$ cat config.mk
export PLATFORM = sky130hd
export DESIGN_NAME = sobel_window_sequencer
export DESIGN_NICKNAME = d
export VERILOG_FILES = /design/src/rtl/sobel_pkg.sv /design/src/rtl/sobel_addr_gen.sv /design/src/rtl/sobel_window_sequencer.sv
export SDC_FILE = /design/constraint.sdc
export NUM_CORES = 1
export LEC_CHECK = 0
export CELL_PAD_IN_SITES_DETAIL_PLACEMENT = 1
export CELL_PAD_IN_SITES_GLOBAL_PLACEMENT = 2
export CORE_UTILIZATION = 27
export DETAILED_ROUTE_END_ITERATION = 8
export PLACE_DENSITY_LB_ADDON = 0.2
export SLEW_MARGIN = 30
export SYNTH_ARGS = -nofsm -noshare
export SYNTH_HDL_FRONTEND = slang
export SYNTH_SLANG_ARGS = --single-unit
$ cat constraint.sdc
create_clock -name clk -period 2.2 [get_ports clk]
set_input_delay 0.66 -clock clk [delete_from_list [all_inputs] [get_ports clk]]
set_output_delay 0.66 -clock clk [all_outputs]
set_load 0.1 [all_outputs]
$ cat src/rtl/sobel_pkg.sv
// Shared types and default dimensions for the Sobel window sequencer.
package sobel_pkg;

  localparam int DEF_IMG_W = 8;
  localparam int DEF_IMG_H = 8;

  typedef enum logic [2:0] {
    IDLE,
    CLR,
    READ,
    SHIFT,
    CALC,
    WRITE,
    NEXT,
    DONE
  } seq_state_t;

endpackage

$ cat src/rtl/sobel_addr_gen.sv
// Raster counters (r, c, k, rbase) and read/write address generation.
// The FSM drives one-cycle advance strobes; this block only counts.
module sobel_addr_gen #(
  parameter int IMG_W    = 8,
  parameter int IMG_H    = 8,
  parameter int ADDR_W   = 6,
  parameter int OUT_BASE = 0
) (
  input  logic              clk,
  input  logic              rst,
  input  logic              clr,
  input  logic              init,
  input  logic              k_inc,
  input  logic              k_clr,
  input  logic              c_inc,
  input  logic              row_inc,
  input  logic              wr_sel,
  output logic              k_last,
  output logic              c_last,
  output logic              c_ge2,
  output logic              r_last,
  output logic [ADDR_W-1:0] rd_addr,
  output logic [ADDR_W-1:0] wr_addr
);

  localparam int CW = $clog2(IMG_W);
  localparam int RW = $clog2(IMG_H);

  localparam logic [CW-1:0]     C_LAST    = CW'(IMG_W - 1);
  localparam logic [RW-1:0]     R_LAST    = RW'(IMG_H - 2);
  localparam logic [ADDR_W-1:0] ROW_STEP  = ADDR_W'(IMG_W);
  localparam logic [ADDR_W-1:0] ROW_STEP2 = ADDR_W'(2 * IMG_W);
  // r*IMG_W == rbase + IMG_W, so the write address needs no multiplier.
  localparam logic [ADDR_W-1:0] OUT_OFS   = ADDR_W'(OUT_BASE + IMG_W - 1);

  logic [RW-1:0]     r;
  logic [CW-1:0]     c;
  logic [1:0]        k;
  logic [ADDR_W-1:0] rbase;
  logic [ADDR_W-1:0] koff;

  // Counter update: abort clear, frame init, then individual advances.
  // NOTE: non-blocking assignments keep every counter sampling pre-edge values.
  always_ff @(posedge clk or posedge rst) begin
    if (rst) begin
      r     <= '0;
      c     <= '0;
      k     <= '0;
      rbase <= '0;
    end else if (clr) begin
      r     <= '0;
      c     <= '0;
      k     <= '0;
      rbase <= '0;
    end else if (init) begin
      r     <= RW'(1);
      c     <= '0;
      k     <= '0;
      rbase <= '0;
    end else begin
      if (k_inc)   k <= k + 2'd1;
      if (k_clr)   k <= '0;
      if (c_inc)   c <= c + CW'(1);
      if (row_inc) begin
        c     <= '0;
        r     <= r + RW'(1);
        rbase <= rbase + ROW_STEP;
      end
    end
  end

  // Row offset within the 3-row band, selected from constants.
  // NOTE: the default assignment first keeps this block free of latches.
  always_comb begin
    koff = '0;
    case (k)
      2'd1:    koff = ROW_STEP;
      2'd2:    koff = ROW_STEP2;
      default: koff = '0;
    endcase
  end

  assign rd_addr = rbase + koff + ADDR_W'(c);
  // Only meaningful while writing; held at zero otherwise so idle outputs read 0.
  assign wr_addr = wr_sel ? (rbase + OUT_OFS + ADDR_W'(c)) : '0;

  assign k_last = (k == 2'd2);
  assign c_last = (c == C_LAST);
  assign c_ge2  = (c >= CW'(2));
  assign r_last = (r == R_LAST);

endmodule

$ cat src/rtl/sobel_window_sequencer.sv
// Frame sequencer for the Sobel datapath: raster walk over 3x3 windows,
// issuing read/shift/calc/write requests and waiting on each done strobe.
module sobel_window_sequencer
  import sobel_pkg::*;
#(
  parameter int IMG_W    = DEF_IMG_W,
  parameter int IMG_H    = DEF_IMG_H,
  parameter int ADDR_W   = $clog2(IMG_W * IMG_H),
  parameter int OUT_BASE = 0
) (
  input  logic              clk,
  input  logic              rst,
  input  logic              start,
  input  logic              abort,
  output logic              rd_req,
  output logic [ADDR_W-1:0] rd_addr,
  input  logic              rd_done,
  output logic              line_clr,
  output logic              shift_req,
  input  logic              shift_done,
  output logic              calc_req,
  input  logic              calc_done,
  output logic              wr_req,
  output logic [ADDR_W-1:0] wr_addr,
  input  logic              wr_done,
  output logic              busy,
  output logic              done
);

  if (IMG_W < 3) begin : g_bad_w
    $error("sobel_window_sequencer: IMG_W must be >= 3");
  end
  if (IMG_H < 3) begin : g_bad_h
    $error("sobel_window_sequencer: IMG_H must be >= 3");
  end

  seq_state_t state, state_nx;

  logic ag_init, k_inc, k_clr, c_inc, row_inc;
  logic k_last, c_last, c_ge2, r_last;

  sobel_addr_gen #(
    .IMG_W   (IMG_W),
    .IMG_H   (IMG_H),
    .ADDR_W  (ADDR_W),
    .OUT_BASE(OUT_BASE)
  ) u_addr_gen (
    .clk    (clk),
    .rst    (rst),
    .clr    (abort),
    .init   (ag_init),
    .k_inc  (k_inc),
    .k_clr  (k_clr),
    .c_inc  (c_inc),
    .row_inc(row_inc),
    .wr_sel (wr_req),
    .k_last (k_last),
    .c_last (c_last),
    .c_ge2  (c_ge2),
    .r_last (r_last),
    .rd_addr(rd_addr),
    .wr_addr(wr_addr)
  );

  // State register; asynchronous reset drops every request between edges.
  // NOTE: rst sits in the sensitivity list so the outputs decoded from state clear at once.
  always_ff @(posedge clk or posedge rst) begin
    if (rst) state <= IDLE;
    else     state <= state_nx;
  end

  // Next-state: abort wins over any done strobe arriving in the same cycle.
  always_comb begin
    state_nx = state;
    if (abort) begin
      state_nx = IDLE;
    end else begin
      case (state)
        IDLE:    if (start) state_nx = CLR;
        CLR:     state_nx = READ;
        READ:    if (rd_done && k_last) state_nx = SHIFT;
        SHIFT:   if (shift_done) state_nx = c_ge2 ? CALC : NEXT;
        CALC:    if (calc_done) state_nx = WRITE;
        WRITE:   if (wr_done) state_nx = NEXT;
        NEXT: begin
          if (!c_last)      state_nx = READ;
          else if (!r_last) state_nx = CLR;
          else              state_nx = DONE;
        end
        DONE:    state_nx = IDLE;
        default: state_nx = IDLE;
      endcase
    end
  end

  // Outputs and counter strobes decoded from the current state.
  always_comb begin
    rd_req    = (state == READ);
    line_clr  = (state == CLR);
    shift_req = (state == SHIFT);
    calc_req  = (state == CALC);
    wr_req    = (state == WRITE);
    done      = (state == DONE);
    busy      = (state != IDLE) && (state != DONE);

    ag_init = !abort && (state == IDLE) && start;
    k_inc   = !abort && (state == READ) && rd_done && !k_last;
    k_clr   = !abort && (state == READ) && rd_done &&  k_last;
    c_inc   = !abort && (state == NEXT) && !c_last;
    row_inc = !abort && (state == NEXT) &&  c_last && !r_last;
  end

endmodule

== After elaboration in Yosys (flattened, before gate mapping) ==
Cells that the tools add are included.

* Add/subtract/negate cells: 8
* Magnitude comparators: 1
* Equal/unequal tests: 17
* Mux-type cells: 26
* Reduce and logical (&&, ||, !) cells: 22

{| class="wikitable"
|+ Operators by type and width
! cell !! count
|-
| 2-to-1 mux 3 bit || 15
|-
| 2-to-1 mux 6 bit || 4
|-
| case mux 3 bit (8 select lines) || 1
|-
| equality test 3 bit, second input constant || 6
|-
| adder 6 x 3 -> 6 bit || 2
|-
| logical AND 1 bit || 12
|-
| 2-to-1 mux 2 bit || 5
|-
| case mux 5 bit (2 select lines) || 1
|-
| != test 3 x 2 -> 1 bit, second input constant || 3
|-
| != test 3 bit, second input constant || 3
|-
| nonzero test 4 bit || 2
|-
| adder 3 x 1 -> 3 bit, second input constant || 2
|-
| adder 6 x 3 -> 6 bit, second input constant || 1
|-
| adder 6 x 4 -> 6 bit, second input constant || 1
|-
| adder 6 x 5 -> 6 bit || 1
|-
| equality test 3 x 2 -> 1 bit, second input constant || 2
|-
| nonzero test 3 bit || 2
|-
| AND reduction 5 bit || 1
|-
| zero test 1 bit || 4
|-
| equality test 3 x 1 -> 1 bit, second input constant || 1
|-
| greater-or-equal comparator 3 x 2 -> 1 bit, second input constant || 1
|-
| zero test 3 bit || 1
|-
| adder 2 x 1 -> 2 bit, second input constant || 1
|-
| equality test 2 x 1 -> 1 bit, second input constant || 1
|-
| equality test 2 bit, second input constant || 1
|}

* Register bits after elaboration: 17
* Input bits: 8
* Output and inout bits: 19
* Word-level logic and storage cells: 79

== Depth between registers and ports, before layout ==
* Depth in word-level cells: 8
* Depth in mapped cells: 7
* Gate-level depth less buffers: 7

== Cells and area by module ==
A second synthesis with hierarchy kept.

* Cell total of the unflattened synthesis: 138
* Area, all modules: 1231.2 sq um

{| class="wikitable"
|+ By module, submodules not included
! module !! instances !! cells each !! area an instance (sq um) !! seq. area each (sq um)
|-
| sobel_addr_gen || 1 || 90 || 885.8 || 275.3
|-
| sobel_window_sequencer || 1 || 48 || 345.3 || 75.1
|}

== Worst setup path after synthesis ==
Ideal clock, no wire load.

* Path type: reg-to-output
* Start point: reg u_addr_gen.c[1]
* End point: out wr_addr[4]
* Arrival: 3.163 ns
* Data required time: 1.540 ns
* Path slack: -1.623 ns
* Stages on the path, launching flop included: 7
* Buffers on the path: 0
* Path through: dfrtp_1 > inv_1 > ha_1 > nor2b_1 > o21ai_0 > a21boi_0 > nor3_1

* Cells in the longest elaborated chain, start to end: 2

{| class="wikitable"
|+ RTL lines
! what !! line !! text
|-
| from (decl) || sobel_addr_gen.sv:37 || <nowiki>logic [CW-1:0] c;</nowiki>
|-
| from (signal assigned) || sobel_addr_gen.sv:63 || <nowiki>if (c_inc) c <= c + CW'(1);</nowiki>
|-
| adder 6 x 3 -> 6 bit || sobel_addr_gen.sv:85 || <nowiki>assign wr_addr = wr_sel ? (rbase + OUT_OFS + ADDR_W'(c)) : '0;</nowiki>
|-
| 2-to-1 mux 6 bit || sobel_addr_gen.sv:85 ||
|-
| to (decl) || sobel_window_sequencer.sv:24 || <nowiki>output logic [ADDR_W-1:0] wr_addr,</nowiki>
|}

Every way passes these cells.

== Worst setup path in the final report ==
* Start point: reg u_addr_gen.c[1]
* End point: out wr_addr[5]

The elaborated chain is that of the path after synthesis.

==> flow_summary_export.csv <==
group,metric,value,unit
place,gp_congestion,0.763,
flow_run,max_cap_violations,0,
pwr,p_leak,0.935,nW
setup_path,worst_ep_required_time,1.54,ns
sta,period_share,116,%
sta,slew_viol_final,0,
synth,syn_area,0.00122,mm2
sta,max_slew.worst_pin.slew,0.563,ns
setup_path,cpMaxStageDelayCell,"dfrtp_2",
routing,drc,0,
setup_path,worst_setup_path_start_kind,"flop",
routing,wire_per_inst,14.8,um
setup_path,max_stage_delay,0.40,ns
synth,synth-main-ff-cell,"dfrtp_1",
setup_path,timing.critical_path.buf_inv,2,
synth,synthCells,137,
synth,synth_edf_count,0,
pwr,peakVddDrop,0.424,mV
setup_path,crit_arrival,1.89,ns
clocking,cts_buffer_depth,2,
sta,worst_clock_skew,0.00425,ns
worst_hold_path,min_delay_path_depth,2,
place,place_hpwl,2.73,mm
routing,vias,1136,
setup_path,worstRegToRegCells,7,
sta,setup_viol,6,
setup_path,cp.depth,8,
finish,diodes,0,
status,violations,"negative setup slack",
sta,rsz0062_at_grt,"true",
pwr,power.total,1.07,mW
setup_path,worst-path-max-fanout,2,
floorplan,io_pins,27,
routing,viasPerCell,4.90,
synth,synth_cell_types,44,
place,port_buffers,26,
place,dp.cells,224,
finish,nets,203,
synth,ys_warn_count,0,
status,status,"complete, but fails checks",
grt,grt_pass1_vias,1221,
finish,area_growth,72.9,%
synth,synth_nets,159,
routing,totalWireLength,3.44,mm
synth,synthArstFlopShare,100,%
sta,min_period,2.55,ns
floorplan,core,0.00435,mm2
clocking,clk_pin_slew,0.06,ns
routing,drtPass1Iterations,3,
setup_path,crit_path_end_kind,"output port",
setup_path,crit_type,"reg2out",
clocking,cts_tree,"done",
sta,finalWorstSetupSlack,-0.348,ns
setup_path,cp_cell_sequence,"inv_2 > ha_4 > fa_2 > a21oi_2 > nor2b_2 > xnor2_2 > nor2_4 > buf_12",
finish,nFillCells,473,
grt,grt_overflow,0,
pwr,powerDensity,508,mW/mm2
sta,slew_headroom,62.4,%
setup_path,cp_top_family,"adder cells",
floorplan,die_w,69.3,um
synth,avgSynthCellArea,8.92,um2
synth,ys_ff_latch,14,
synth,seq_area_frac_synth,28.7,%
sta,hold_violations,0,
finish,instances_no_fill,232,
clocking,cts.sink_count,14,
grt,grt_max_degree,17,
clocking,worstSkewPairLatency,0.25,ns
floorplan,die_area,0.00480,mm2
routing,drt_iter0_markers,9,
grt,antenna_found_initial,0,
clocking,postCtsHoldBufs,0,
clocking,cts_buffers,3,
routing,ant_nets,0,
floorplan,rows,24,
floorplan,chipHeight,69.3,um
finish,multi_input_area,977,um2
sta,fmax,392,MHz
clocking,ctsHtreeMaxLevel,1,
worst_hold_path,hold_path.class,"reg2reg",
floorplan,start_util,28.1,%
grt,grtUsageTotal,15.6,%
grt,grt_pass1_wl,6.01,mm
finish,layout-drive-gt1-share,45.0,%
finish,register_area,352,um2
clocking,cts_root_buffer,"clkbuf_8",
## repair_timing
action                                  CTS  global route
setup buffers                             4             0
pin swaps                                 3             1
endpoints found under the setup margin    6             6
gates resized for setup                  12             2
## worst register-to-register path: cells and delay by family, from the launching register on
kind                     cells  cell delay [ns]
adder cells (fa/ha/maj)      2             0.40
flip-flops                   1             0.43
buffers and inverters        2             0.26
AO/OA/AOI/OAI                3             0.84
## cells by family after synthesis
logic type | Yosys count | synth area share, %
XOR/XNOR | 10 | 7.17
flip-flops | 14 | 28.7
AO/OA/AOI/OAI | 24 | 13.4
AND/OR/NAND/NOR | 51 | 24.1
multiplexers | 5 | 4.09
buffers and inverters | 18 | 7.37
adder cells (fa/ha/maj) | 14 | 14.9
other | 1 | 0.307
## power breakdown
group | leakage, nW | internal (mW) | switching [mW]
clock network | 0.0228 | 0.128 | 0.0885
logic | 0.721 | 0.222 | 0.343
registers | 0.191 | 0.273 | 0.0206
total | 0.935 | 0.622 | 0.452
## synth_stat cells, types with 2 or more instances
cell | n | area [um2]
buf_2 | 3 | 15.0
nand3b_1 | 2 | 15.0
inv_1 | 10 | 37.5
o21ai_0 | 5 | 25.0
a21oi_1 | 4 | 20.0
nor2b_1 | 6 | 37.5
ha_1 | 13 | 163
or3_1 | 2 | 12.5
nand2_1 | 7 | 26.3
buf_4 | 3 | 22.5
mux2i_1 | 5 | 50.1
nand4_1 | 2 | 12.5
xor2_1 | 3 | 26.3
a21o_1 | 2 | 15.0
nor2_1 | 12 | 45.0
a22oi_1 | 2 | 15.0
nor3b_1 | 3 | 22.5
and3_1 | 4 | 25.0
a21boi_0 | 2 | 15.0
nor3_1 | 4 | 20.0
xnor2_1 | 7 | 61.3
dfrtp_1 | 14 | 350
## cell type report
type / instances / area share (%)
inverters: 10 / 1.78
repair buffers: 47 / 30.1
flip-flops and latches: 14 / 16.6
multi-input cells: 105 / 46.2
well taps: 52 / 3.08
clock buffers: 4 / 2.13
## per-stage QoR
stage / TNS [ns] / instance area (um2) / utilization (%) / hold slack [ns] / worst slack, ns
after floorplan: -1.46 / 1360 / - / 0.520 / -0.342
after global placement: -0.0399 / 1960 / 45.0 / 0.547 / -0.0399
after detailed placement: -0.216 / 1960 / 45.0 / 0.557 / -0.140
after CTS: -1.30 / 2110 / 48.4 / 0.568 / -0.326
after global routing: -1.67 / 2110 / 48.5 / 0.631 / -0.436
final: -1.21 / 2110 / 48.5 / 0.560 / -0.348
## cell usage in the layout, fill, tap and decap left out, drive strengths merged, types with 6 or more instances in the layout
cell / instances
dfrtp: 14
xnor2: 7
nor2b: 6
inv: 10
o21ai: 6
ha: 13
nor2: 12
buf: 40
clkdlybuf4s50: 7
nand2: 8
## registers in the layout, indices dropped and copies added (netlist names)
name / cells
u_addr_gen.rbase: 3
u_addr_gen.c: 3
state: 3
u_addr_gen.r: 3
u_addr_gen.k: 2
## layer usage
layer / GRT usage (%) / routed length [um]
met5: 0 / 0
met3: 2.18 / 52
met1: 19.9 / 1520
met4: 2.04 / 9
met2: 28.3 / 1850
## worst paths after layout
| path | start | end | slack (ns) |
|---|---|---|---|
| min reg2reg | u_addr_gen.r[1] | u_addr_gen.r[1] | 0.56 |
| max in group asynchronous | rst | u_addr_gen.c[1] | 1.03 |
| min | u_addr_gen.r[1] | u_addr_gen.r[1] | 0.56 |
| max | u_addr_gen.c[1] | wr_addr[5] | -0.35 |
| min in group asynchronous | rst | u_addr_gen.c[2] | 0.77 |
| max reg2reg | u_addr_gen.c[1] | state[1] | 0.14 |
(Power assumes the default switching activity.)
==> variant 1, RTL diff (same flow settings) <==
Encoding of `seq_state_t`: now one-hot (8 bits for 8 states).
--- a/src/rtl/sobel_pkg.sv
+++ b/src/rtl/sobel_pkg.sv
@@ -6,11 +6,11 @@
 
-  typedef enum logic [2:0] {
-    IDLE,
-    CLR,
-    READ,
-    SHIFT,
-    CALC,
-    WRITE,
-    NEXT,
-    DONE
+  typedef enum logic [7:0] {
+    IDLE  = 8'b00000001,
+    CLR   = 8'b00000010,
+    READ  = 8'b00000100,
+    SHIFT = 8'b00001000,
+    CALC  = 8'b00010000,
+    WRITE = 8'b00100000,
+    NEXT  = 8'b01000000,
+    DONE  = 8'b10000000
   } seq_state_t;
Check against the original RTL: same outputs for any inputs over 10 cycles, from zero or initial values and one cycle with rst high; not proved beyond that.
==> variant 1 against the original RTL <==
The flow still finishes with violations (setup timing); synthesized area grew 25%; largest cell class unchanged; sequential cell count up 5; via count grew 35%; setup slack got worse by 480 ps; non-clock buffer count is 28 higher; total power fell by 2.1%; clock skew grew 5.3 ps; register-to-register slack barely moved; worst hold slack better by 35 ps; wire length up 38%; final area rose by 29%; clock power grew 17%; synthesized cell count up 25%; critical endpoint is now wr_addr[4].
==> variant 1: results <==
group,metric,value,unit
global_route,grt_pass1_vias,1627,
synthesis,synthArstFlopShare,1.000,
power_and_ir_drop,powerClk,254,uW
route,first_iter_violations,31,
power_and_ir_drop,total_power,1.052,mW
synthesis,synthAdderAreaFrac,0.1441,
critical_path,arrival,2370,ps
synthesis,ys_top_cells_by_area,"dfrtp_1, ha_1, nor2_1",
critical_path,r2r_end,"u_addr_gen.c[2]",
synthesis,synth-xor-area-share,0.05733,
final_layout,layout-drive-gt1-share,0.4500,
place,dp_hpwl,3828,um
sta,setup_viol,14,
outcome,status,"complete, but fails checks",
clocking,clock_latency,260,ps
sta,hold_ws,595.2,ps
critical_path,rr_startpoint,"state[3]",
clocking,clkTransAtPathRegs,80,ps
synthesis,ys_types,46,
global_route,grtUsageTotal,0.1666,
min_path,hold_path_class,"reg2reg",
final_layout,regMostFlops,"state",
final_layout,num_antenna_cells,0,
clocking,clk_path_buf_depth,2,
outcome,violations,"setup timing",
synthesis,synth-compound-area-share,0.1179,
final_layout,largest_reg_flops,8,
synthesis,muxShareOfSynthArea,0.01310,
place,pre_cts_ws,-553.8,ps
clocking,cts_buffers,3,
final_layout,final_common_cell,"buf_4",
final_layout,final_nets,266,
sta,finClkSkew,9.555,ps
route,vias,1532,
synthesis,syn_nets,196,
place,io_buffers,26,
critical_path,critical_path.max_stage_delay,520,ps
global_route,grt_pass1_wl,7859,um
global_route,grt_start_max_net_pins,13,
critical_path,crit_path_top_delay_cell,"or4_4",
min_path,hold_depth,2,
place,gp_congestion,0.8103,
power_and_ir_drop,p_switching,362.5,uW
synthesis,yosys-top-cells-count,"dfrtp_1, nor2_1, ha_1, inv_1, a21oi_1",
synthesis,ys_warn_count,0,
power_and_ir_drop,p_leak,1.142,nW
min_path,holdCritStartpoint,"u_addr_gen.r[2]",
critical_path,worstSetupStartpoint,"state[6]",
global_route,antenna_found_initial,0,
critical_path,reg2reg_slack,140,ps
route,dr.pass1.iters,4,
synthesis,seq_area_frac_synth,0.3120,
route,wl_per_cell,15.24,um
power_and_ir_drop,ir_drop,442.8,uV
clocking,cts_root_buffer,"clkbuf_8",
power_and_ir_drop,p_seq_frac,0.355,
sta,worst_slack,-826.1,ps
critical_path,crit_path_max_fanout,8,
min_path,worstHoldEndpoint,"state[7]",
==> variant 1: changes by cell type after synthesis, moves of 4 or more <==
cell	change
nor2_1	+5
dfrtp_1	+4
a21oi_1	+4
nor4_1	+5
inv_1	+4
==> variant 1: how the worst max path moves through the flow <==
stage	end	slack [ps]
floorplan	busy	-980
global placement	wr_addr[4]	-530
detailed placement	wr_addr[4]	-550
CTS	wr_addr[4]	-840
global route	wr_addr[4]	-890
finish	wr_addr[4]	-830
==> variant 1: area by class of cell <==
cell class	instances	area (um2)
fill	628	2754
multi-input combinational	128	1205
timing repair buffer	75	844.6
sequential	19	478.0
tap	72	90.09
inverter	14	52.55
clock buffer	3	41.29
clock inverter	1	7.507
==> variant 1: layer usage <==
metal | global-route usage | vias to the layer above | share of wire
li1 | - | 733 | -
met1 | 0.2053 | 772 | 0.41
met2 | 0.3106 | 23 | 0.56
met3 | 0.01548 | 4 | 0.022
met4 | 0.03396 | 0 | 0.0057
met5 | 0 | - | 0
==> variant 1: critical path: cells and delay by family, from the launching register on <==
kind                   cells  cell delay (ps)
and+or+nand+nor            4             1330
DFF                        1              400
buffers and inverters      2              370
==> variant 1: timing repair <==
item,in CTS,in global routing
resized for setup,18,7
pin swaps,6,7
buffers inserted,5,9
hold buffers,0,0
setup endpoints to repair,15,15
hold endpoints to repair,0,0
==> variant 1: metrics by stage <==
stage / std cells / cell area [um2] / TNS (ps)
6_report: 312 / 2719 / -7320
4_1_cts: 304 / 2628 / -7123
3_5_place_dp: 295 / 2451 / -3743
2_1_floorplan: 171 / 1712 / -8291
3_3_place_gp: 295 / 2451 / -3562
5_1_grt: 312 / 2719 / -8154
==> variant 2, RTL diff (same settings) <==
Made on the original files. Set the package constant `DEF_IMG_H` to 32 (it was 8).
--- a/src/rtl/sobel_pkg.sv
+++ b/src/rtl/sobel_pkg.sv
@@ -4,3 +4,3 @@
   localparam int DEF_IMG_W = 8;
-  localparam int DEF_IMG_H = 8;
+  localparam int DEF_IMG_H = 32;
 
Ports: changed (resized rd_addr and wr_addr); port bits go from 27 to 31. The function was not compared with the original's and may differ.
==> variant 2 against the original RTL <==
The flow still finishes with violations (setup timing); wire length rose by 36%; non-clock buffer count is 22 higher; clock skew is 1.3 ps higher; sequential cell count rose by 4; combinational power increased by 63%; setup slack got worse by 200 ps; synthesized area increased by 24%; final area increased by 30%; total power grew 48%; count of clock-buffer cells in the layout stayed put; clock power is 31% higher; sequential power grew 31%; largest cell class unchanged.
==> variant 2: results <==
group,metric,value,unit
sta,finalSetupTns,-3385,ps
route,dr.pass1.iters,4,
power_and_ir_drop,ir_drop,429.7,uV
outcome,violations,"setup timing",
global_route,use_met2,0.3116,
global_route,grtUsageTotal,0.1687,
route,vias_per_cell,4.842,
synthesis,ys_top_cells_by_area,"dfrtp_1, ha_1, xor2_1",
route,first_iter_violations,41,
route,finalWirelength,4660,um
place,placed_cell_area,2521,um2
sta,worst_slack,-543.9,ps
final_layout,layout-drive-gt1-share,0.4936,
place,io_buffers,30,
synthesis,seq_area_frac_synth,0.2980,
synthesis,yosys-top-cells-count,"dfrtp_1, ha_1, nor2_1, inv_1, nand2_1",
global_route,met1_usage,0.1979,
sta,setup_viol,10,
global_route,grt_start_max_net_pins,19,
sta,finClkSkew,5.540,ps
outcome,status,"complete, but fails checks",
place,dp_hpwl,3692,um
global_route,grt_use_met3,0.03333,
place,gp_congestion,0.7999,
sta,slew_headroom,0.7316,
global_route,grt_pass1_vias,1654,
global_route,grt_pass1_wl,7879,um
power_and_ir_drop,p_leak,1.160,nW
critical_path,crit_path_max_fanout,3,
synthesis,syn_nets,200,
variant 2: cell types whose count changed after synthesis, sizes merged, moves of 4 or more:
cell / delta
xor2: +5
clkbuf: +8
inv: +4
mux2i: -4
dfrtp: +4
a21oi: +5
xnor2: -4
variant 2: cell type report:
cell class / count / area [um2] / share of cell area
Clock buffer: 4 / 55.05 / 0.01999
Inverter: 14 / 58.81 / 0.02135
Multi-Input combinational cell: 128 / 1262 / 0.4584
Sequential cell: 18 / 451.7 / 0.1640
Tap cell: 70 / 87.58 / 0.03180
Timing Repair Buffer: 69 / 838.3 / 0.3044
variant 2: what timing repair did:
action | in CTS | in global routing
pin swaps | 10 | 3
buffers inserted | 5 | 3
resized for setup | 17 | 7
setup endpoints to repair | 10 | 12
variant 2: cell families after synthesis:
group	synth area share
fa+ha+maj	0.1457
flops	0.2980
compound gates	0.1292
simple gates	0.2599
mux	0.01407
buf+inv	0.08940
xor+xnor	0.06375
variant 2: worst paths after layout:
path                                 start                  end  slack (ps)  depth (start not counted)
max reg2reg                u_addr_gen.c[0]  u_addr_gen.rbase[3]         180                          8
min                        u_addr_gen.r[0]      u_addr_gen.r[0]         550                          1
min in group asynchronous              rst      u_addr_gen.c[2]         730                          3
min reg2reg                u_addr_gen.r[0]      u_addr_gen.r[0]         550                          1
max in group asynchronous              rst      u_addr_gen.c[2]        1250                          3
max                        u_addr_gen.c[1]           wr_addr[7]        -540                          9
variant 2: critical path, stage by stage (launching register included):
cell and delay, ps:
dfrtp_1 390, inv_2 80, ha_4 130, inv_2 40, fa_2 400, nor2b_4 150, o2111ai_2 130, xor2_2 200
nor2_4 110, buf_12 180
variant 2: routing by layer:
metal / wire, um / part of all wire
met1: 1932 / 0.41
met2: 2588 / 0.56
met3: 82 / 0.018
met4: 56 / 0.012
met5: 0 / 0
variant 2: through the flow:
step / setup slack [ps] / instances / total power [mW]
after floorplan: -517.4 / 175 / 1.005
after global placement: -233.5 / 292 / 1.260
after detailed placement: -287.4 / 292 / 1.285
after CTS: -544.4 / 300 / 1.584
after global routing: -633.2 / 303 / 1.655
final: -543.9 / 303 / 1.585
variant 2: where the power goes:
group	internal (mW)	switching (mW)	total (mW)
clock	0.159	0.126	0.285
sequential	0.356	0.0263	0.383
combinational	0.347	0.570	0.917
